### config.mk
export PLATFORM = sky130hd
export DESIGN_NAME = id_ex_stage
export DESIGN_NICKNAME = d
export VERILOG_FILES = /design/src/rtl/mips_pkg.sv /design/src/rtl/id_ex_stage_hazard_unit.sv /design/src/rtl/id_ex_stage.sv
export SDC_FILE = /design/constraint.sdc
export NUM_CORES = 1
export LEC_CHECK = 0
export CORE_AREA = 4 4 140 142
export DETAILED_ROUTE_END_ITERATION = 16
export DIE_AREA = 0 0 144 146
export GPL_TIMING_DRIVEN = 0
export PLACE_DENSITY = 0.79
export RECOVER_POWER = 100
export SYNTH_ARGS = -nofsm -noshare
export SYNTH_HDL_FRONTEND = slang
export SYNTH_SLANG_ARGS = --single-unit
### constraint.sdc
create_clock -name clk -period 18.35 [get_ports clk]
set_input_delay 2.7525 -clock clk [delete_from_list [all_inputs] [get_ports clk]]
set_output_delay 2.7525 -clock clk [all_outputs]
set_load 0.02 [all_outputs]
### src/rtl/mips_pkg.sv
// Shared MIPS pipeline types: ALU opcodes, decoder mnemonics and the D->X control bundle.
package mips_pkg;

    typedef enum logic [3:0] {
        ALU_ADD = 4'd0,
        ALU_SUB = 4'd1,
        ALU_AND = 4'd2,
        ALU_OR  = 4'd3,
        ALU_XOR = 4'd4,
        ALU_NOR = 4'd5,
        ALU_SLT = 4'd6,
        ALU_SLL = 4'd7,
        ALU_SRL = 4'd8,
        ALU_LUI = 4'd9
    } t_alu_opcode;

    typedef enum logic [3:0] {
        NEM_ZERO = 4'd0,
        NEM_ADD  = 4'd1,
        NEM_SUB  = 4'd2,
        NEM_AND  = 4'd3,
        NEM_OR   = 4'd4,
        NEM_SLT  = 4'd5,
        NEM_ADDI = 4'd6,
        NEM_LW   = 4'd7,
        NEM_SW   = 4'd8,
        NEM_BEQ  = 4'd9,
        NEM_J    = 4'd10,
        NEM_LUI  = 4'd11
    } t_instr_pnmen;

    typedef struct packed {
        logic         reg_dst;
        logic         reg_write;
        logic         alu_src;
        logic         mem_write;
        logic         mem_read;
        logic         mem_to_reg;
        logic         branch;
        t_alu_opcode  alu_control;
        t_instr_pnmen instr_pnem;
    } t_idex_ctrl;

    // Control word of an inserted bubble: no architectural side effects.
    localparam t_idex_ctrl IDEX_BUBBLE = '{
        reg_dst:     1'b0,
        reg_write:   1'b0,
        alu_src:     1'b0,
        mem_write:   1'b0,
        mem_read:    1'b0,
        mem_to_reg:  1'b0,
        branch:      1'b0,
        alu_control: ALU_ADD,
        instr_pnem:  NEM_ZERO
    };

endpackage

### src/rtl/id_ex_stage_hazard_unit.sv
// Load-use and branch/jump squash detection for the D->X boundary.
// Squash outranks load-use: a stalled instruction that is being squashed need not be held.
module hazard_unit #(
    parameter int REG_ADDR_W = 5
) (
    input  logic                  i_mem_read_x,
    input  logic                  i_reg_write_x,
    input  logic [REG_ADDR_W-1:0] i_rt_x,
    input  logic [REG_ADDR_W-1:0] i_rs_d,
    input  logic [REG_ADDR_W-1:0] i_rt_d,
    input  logic                  i_beq_valid_x,
    input  logic                  i_jump_d,
    output logic                  o_stall_f,
    output logic                  o_stall_d,
    output logic                  o_flush_d,
    output logic                  o_insert_bubble
);

    logic w_load_use;
    logic w_squash;

    // $0 is hard-wired to zero, so a load targeting it never creates a dependency.
    assign w_load_use = i_mem_read_x & i_reg_write_x
                      & (i_rt_x != {REG_ADDR_W{1'b0}})
                      & ((i_rt_x == i_rs_d) | (i_rt_x == i_rt_d));
    assign w_squash   = i_beq_valid_x;

    // Priority resolution of squash over load-use, then plain jump flush.
    always_comb begin
        o_stall_f       = 1'b0;
        o_stall_d       = 1'b0;
        o_flush_d       = 1'b0;
        o_insert_bubble = 1'b0;
        if (w_squash) begin
            o_flush_d       = 1'b1;
            o_insert_bubble = 1'b1;
        end else if (w_load_use) begin
            o_stall_f       = 1'b1;
            o_stall_d       = 1'b1;
            o_insert_bubble = 1'b1;
        end else begin
            o_flush_d       = i_jump_d;
        end
    end

endmodule

### src/rtl/id_ex_stage.sv
// Decode-to-execute pipeline register with load-use bubble insertion,
// branch/jump squash of the IF/ID register and saturating event counters.
module id_ex_stage
    import mips_pkg::*;
#(
    parameter int DATA_W     = 32,
    parameter int REG_ADDR_W = 5,
    parameter int CNT_W      = 16
) (
    input  logic                  clk,
    input  logic                  rst,
    input  logic                  RegDst_D,
    input  logic                  RegWrite_D,
    input  logic                  ALUSrc_D,
    input  t_alu_opcode           alu_control_D,
    input  logic                  MemWrite_D,
    input  logic                  MemRead_D,
    input  logic                  MemToReg_D,
    input  logic                  Branch_D,
    input  t_instr_pnmen          instr_pnem_D,
    input  logic [DATA_W-1:0]     rd1_D,
    input  logic [DATA_W-1:0]     rd2_D,
    input  logic [DATA_W-1:0]     imm_D,
    input  logic [DATA_W-1:0]     pc_plus4_D,
    input  logic [REG_ADDR_W-1:0] rs_D,
    input  logic [REG_ADDR_W-1:0] rt_D,
    input  logic [REG_ADDR_W-1:0] rd_D,
    input  logic                  BeqValid_X,
    input  logic                  Jump_D,
    output logic                  RegDst_X,
    output logic                  RegWrite_X,
    output logic                  ALUSrc_X,
    output t_alu_opcode           alu_control_X,
    output logic                  MemWrite_X,
    output logic                  MemRead_X,
    output logic                  MemToReg_X,
    output logic                  Branch_X,
    output t_instr_pnmen          instr_pnem_X,
    output logic [DATA_W-1:0]     rd1_X,
    output logic [DATA_W-1:0]     rd2_X,
    output logic [DATA_W-1:0]     imm_X,
    output logic [DATA_W-1:0]     pc_plus4_X,
    output logic [REG_ADDR_W-1:0] rs_X,
    output logic [REG_ADDR_W-1:0] rt_X,
    output logic [REG_ADDR_W-1:0] rd_X,
    output logic                  Jump_X,
    output logic [REG_ADDR_W-1:0] WriteReg_X,
    output logic                  valid_X,
    output logic                  stall_F,
    output logic                  stall_D,
    output logic                  flush_D,
    output logic [CNT_W-1:0]      bubble_cnt,
    output logic [CNT_W-1:0]      squash_cnt
);

    t_idex_ctrl            w_ctrl_d;
    t_idex_ctrl            r_ctrl_x;
    logic [REG_ADDR_W-1:0] w_write_reg_d;
    logic                  w_stall_f;
    logic                  w_stall_d;
    logic                  w_flush_d;
    logic                  w_insert_bubble;

    logic                  r_valid_x;
    logic                  r_jump_x;
    logic [DATA_W-1:0]     r_rd1_x;
    logic [DATA_W-1:0]     r_rd2_x;
    logic [DATA_W-1:0]     r_imm_x;
    logic [DATA_W-1:0]     r_pc_plus4_x;
    logic [REG_ADDR_W-1:0] r_rs_x;
    logic [REG_ADDR_W-1:0] r_rt_x;
    logic [REG_ADDR_W-1:0] r_rd_x;
    logic [REG_ADDR_W-1:0] r_write_reg_x;
    logic [CNT_W-1:0]      r_bubble_cnt;
    logic [CNT_W-1:0]      r_squash_cnt;

    assign w_ctrl_d = '{
        reg_dst:     RegDst_D,
        reg_write:   RegWrite_D,
        alu_src:     ALUSrc_D,
        mem_write:   MemWrite_D,
        mem_read:    MemRead_D,
        mem_to_reg:  MemToReg_D,
        branch:      Branch_D,
        alu_control: alu_control_D,
        instr_pnem:  instr_pnem_D
    };

    // Destination is resolved here so X sees it as a registered value.
    assign w_write_reg_d = RegDst_D ? rd_D : rt_D;

    hazard_unit #(
        .REG_ADDR_W (REG_ADDR_W)
    ) u_hazard (
        .i_mem_read_x    (r_ctrl_x.mem_read),
        .i_reg_write_x   (r_ctrl_x.reg_write),
        .i_rt_x          (r_rt_x),
        .i_rs_d          (rs_D),
        .i_rt_d          (rt_D),
        .i_beq_valid_x   (BeqValid_X),
        .i_jump_d        (Jump_D),
        .o_stall_f       (w_stall_f),
        .o_stall_d       (w_stall_d),
        .o_flush_d       (w_flush_d),
        .o_insert_bubble (w_insert_bubble)
    );

    // D->X register bank: bubble on squash/load-use, otherwise capture decode.
    always_ff @(posedge clk or posedge rst) begin
        if (rst) begin
            r_ctrl_x      <= IDEX_BUBBLE;
            r_valid_x     <= 1'b0;
            r_jump_x      <= 1'b0;
            r_rd1_x       <= {DATA_W{1'b0}};
            r_rd2_x       <= {DATA_W{1'b0}};
            r_imm_x       <= {DATA_W{1'b0}};
            r_pc_plus4_x  <= {DATA_W{1'b0}};
            r_rs_x        <= {REG_ADDR_W{1'b0}};
            r_rt_x        <= {REG_ADDR_W{1'b0}};
            r_rd_x        <= {REG_ADDR_W{1'b0}};
            r_write_reg_x <= {REG_ADDR_W{1'b0}};
        end else if (w_insert_bubble) begin
            r_ctrl_x      <= IDEX_BUBBLE;
            r_valid_x     <= 1'b0;
            r_jump_x      <= 1'b0;
            r_rd1_x       <= {DATA_W{1'b0}};
            r_rd2_x       <= {DATA_W{1'b0}};
            r_imm_x       <= {DATA_W{1'b0}};
            r_pc_plus4_x  <= {DATA_W{1'b0}};
            r_rs_x        <= {REG_ADDR_W{1'b0}};
            r_rt_x        <= {REG_ADDR_W{1'b0}};
            r_rd_x        <= {REG_ADDR_W{1'b0}};
            r_write_reg_x <= {REG_ADDR_W{1'b0}};
        end else begin
            r_ctrl_x      <= w_ctrl_d;
            r_valid_x     <= 1'b1;
            r_jump_x      <= Jump_D;
            r_rd1_x       <= rd1_D;
            r_rd2_x       <= rd2_D;
            r_imm_x       <= imm_D;
            r_pc_plus4_x  <= pc_plus4_D;
            r_rs_x        <= rs_D;
            r_rt_x        <= rt_D;
            r_rd_x        <= rd_D;
            r_write_reg_x <= w_write_reg_d;
        end
    end

    // Saturating event counters: a stall is one bubble, a flush is one squashed instruction.
    always_ff @(posedge clk or posedge rst) begin
        if (rst) begin
            r_bubble_cnt <= {CNT_W{1'b0}};
            r_squash_cnt <= {CNT_W{1'b0}};
        end else begin
            if (w_stall_d && (r_bubble_cnt != {CNT_W{1'b1}})) begin
                r_bubble_cnt <= r_bubble_cnt + {{(CNT_W-1){1'b0}}, 1'b1};
            end else begin
                r_bubble_cnt <= r_bubble_cnt;
            end
            if (w_flush_d && (r_squash_cnt != {CNT_W{1'b1}})) begin
                r_squash_cnt <= r_squash_cnt + {{(CNT_W-1){1'b0}}, 1'b1};
            end else begin
                r_squash_cnt <= r_squash_cnt;
            end
        end
    end

    assign RegDst_X      = r_ctrl_x.reg_dst;
    assign RegWrite_X    = r_ctrl_x.reg_write;
    assign ALUSrc_X      = r_ctrl_x.alu_src;
    assign alu_control_X = r_ctrl_x.alu_control;
    assign MemWrite_X    = r_ctrl_x.mem_write;
    assign MemRead_X     = r_ctrl_x.mem_read;
    assign MemToReg_X    = r_ctrl_x.mem_to_reg;
    assign Branch_X      = r_ctrl_x.branch;
    assign instr_pnem_X  = r_ctrl_x.instr_pnem;
    assign rd1_X         = r_rd1_x;
    assign rd2_X         = r_rd2_x;
    assign imm_X         = r_imm_x;
    assign pc_plus4_X    = r_pc_plus4_x;
    assign rs_X          = r_rs_x;
    assign rt_X          = r_rt_x;
    assign rd_X          = r_rd_x;
    assign Jump_X        = r_jump_x;
    assign WriteReg_X    = r_write_reg_x;
    assign valid_X       = r_valid_x;
    assign stall_F       = w_stall_f;
    assign stall_D       = w_stall_d;
    assign flush_D       = w_flush_d;
    assign bubble_cnt    = r_bubble_cnt;
    assign squash_cnt    = r_squash_cnt;

endmodule

==> results.toml <==
[outcome]
outcome = "finished with violations"
violations = "capacitance limit, slew limit"

[cells_and_area]
drive_above_1_share_pct = 4.24
final_util_pct = 61.6
area_growth_pct = 63.5
final_cells = 1131
num_antenna_cells = 0
nets = 1049

[critical_path]
crit_path_start_kind = "input pin"
path_cells = "dlygate4sd3_1 -> clkinvlp_2 -> clkbuf_1"
critical-path-max-stage-delay_ps = 4240
cp_slowest_cell = "clkbuf_1"
crit_arrival_ps = 9570
worstSetupPathType = "input pin to asynchronous set/reset pin"
required_ps = 17440
end_kind = "asynchronous set/reset pin"
cp_max_fo = 117

[floorplanning]
die_h_um = 146
initial_utilization_pct = 37.7
num_rows = 50
fp.dieW_um = 144
core_mm2 = 0.0185
io-pin-count = 362
dieArea_mm2 = 0.0210

[routing]
routed_wl_um = 19900
dr.pass1.iters = 4
vias = 4960
ant_nets = 0
drtIter0Drc = 135
drc = 0
wl_per_cell_um = 17.6
post_drt_via_cell_ratio = 4.39

[cts]
cts_sinks = 197
htree_num_levels = 4
insertion_delay_ps = 420
cts_hold_buf = 0
numCtsBuffers = 17
cts.clk_slew.worst_paths_ps = 70
cts_setup_buffers = 0
cts_root_buffer = "clkbuf_16"
clk_path_buf_depth = 2
cts_tree = "built"
cts_resized = 0

[timing]
tightestPinTransition_ps = 5930
relSlewSlack_pct = -295
rsz0062_at_grt = "no"
finalCritPeriodShare_pct = 57.1
fin_skew_ps = 11.0
fmax_mhz = 95.4
hold-worst-slack_ps = 478
setup_viol = 0
finalHoldViolations = 0
setup_tns_ps = 0
final-max-slew-violation-count = 200
finalCriticalPeriod_ps = 10480

[hold_path]
holdCritPathClass = "flip-flop to flip-flop"

[yosys]
yosysTopAreaCell = "dfrtp_1"
async_flop_share_pct = 100
synthDistinctLibCells = 33
syn_inst = 505
ys_seq_elements = 197
yosysMostFrequentCell = "dfrtp_1"
synth_commonest_cells = "dfrtp_1, and2_1, xnor2_1"
netlist_area_mm2 = 0.00695
synthMuxAreaShare_pct = 1.21
synth_adder_area_share_pct = 0.360
yosysSeqAreaShare_pct = 70.9
synth_fp_nets = 669
synth-simple-area-share_pct = 20.2
avgSynthCellArea_um2 = 13.8
yosysTopAreaCellShare_pct = 70.9
synth_xor_area_share_pct = 4.91
synth_edf_count = 0
synth_top_family_by_area = "simple AND/OR/NAND/NOR gates"
synth_ff_type = "dfrtp_1"
yosys_warnings = 0
synth_area_leaders = "dfrtp_1, and2_1, xnor2_1, clkbuf_2, nand3_1"
synth-compound-area-share_pct = 0.468

[grt]
grt_max_degree = 118
grt_overflow = 0
grt_pass1_vias = 5227
grtUsageTotal_pct = 19.0
antenna_found_initial = 0
grt_pass1_wl_um = 30100

[placed_design]
dpl.hpwl_um = 15800
port_buffers = 360
gp_congestion = 0.836
dp.cells = 1100

[power]
p_per_area_mw_per_mm2 = 89.1
leakage_nw = 5.32
peakVddDrop_v = 0.0000815

[run]
drv_cap = 2
[where the power goes]
| group | total, mW | switching (mW) | internal [mW] |
|---|---|---|---|
| logic | 0.168 | 0.0819 | 0.0859 |
| registers | 0.477 | 0.0157 | 0.461 |
| clock network | 0.368 | 0.172 | 0.196 |
[per-layer routing]
metal  GRT usage (%)  routed length, um  vias to the layer above
li1                -                  -                     2351
met1            22.2               7450                     2393
met2            33.4              10600                      193
met3            6.54               1560                       23
met4            4.85                301                        0
met5               0                  0                        -
[registers in the layout, summed over array words and instances, names as in the netlist]
register	flops
imm_X	32
pc_plus4_X	32
rd1_X	32
rd2_X	32
bubble_cnt	16
squash_cnt	16
WriteReg_X	5
rd_X	5
rs_X	5
rt_X	5
alu_control_X	4
instr_pnem_X	4
ALUSrc_X	1
Branch_X	1
Jump_X	1
MemRead_X	1
MemToReg_X	1
MemWrite_X	1
RegDst_X	1
RegWrite_X	1
valid_X	1
[final timing paths]
| check | startpoint | to | slack [ps] | cells past startpoint |
|---|---|---|---|---|
| setup / recovery | rst | pc_plus4_X[3] | 7870 | 3 |
| hold / removal | bubble_cnt[7] | bubble_cnt[7] | 480 | 1 |
| setup reg to reg | rt_X[4] | bubble_cnt[15] | 15460 | 7 |
| hold reg to reg | bubble_cnt[7] | bubble_cnt[7] | 480 | 1 |
| max in group clk | rt_D[2] | stall_F | 9980 | 7 |
| min in group asynchronous | rst | imm_X[24] | 3770 | 2 |
[cell type report]
cell class	instances	area, um^2
inverter	3	12.5
sequential	197	4930
fill	1457	7090
clock buffer	18	439
multi-input combinational	283	1860
timing repair buffer	361	3610
clock inverter	13	140
buffer	22	86.3
tap	234	293
[cell usage in the layout (no fill, tap or decap), types with 8 or more instances in the layout]
cell,instances
dlygate4sd3_1,202
dfrtp_1,197
clkdlybuf4s50_1,158
and2_0,103
and2_1,56
xnor2_1,31
clkbuf_1,21
clkbuf_16,17
nand2_1,16
nand3_1,15
nand4_1,9
and3_1,8
xor2_1,8
[stage by stage]
| stage | power, mW | setup slack, ps | cell area, um^2 |
|---|---|---|---|
| floorplan | 0.562 | 10230 | 6950 |
| CTS | 1.04 | 10440 | 11500 |
| detailed placement | 0.670 | 10450 | 10900 |
| finish | 1.01 | 7870 | 11400 |
| global route | 1.06 | 5920 | 11400 |
| global placement | 0.665 | 7830 | 10800 |
[kinds of logic after synthesis]
logic type | count (synthesis)
buf+inv | 25
fa+ha+maj | 2
xor+xnor | 39
flops | 197
mux | 8
simple gates | 230
compound gates | 4
[worst max-delay path: cells and delay by family]
| family | cells | cell delay (ps) |
|---|---|---|
| buffers and inverters | 3 | 6690 |
(Power assumes the default switching activity.)
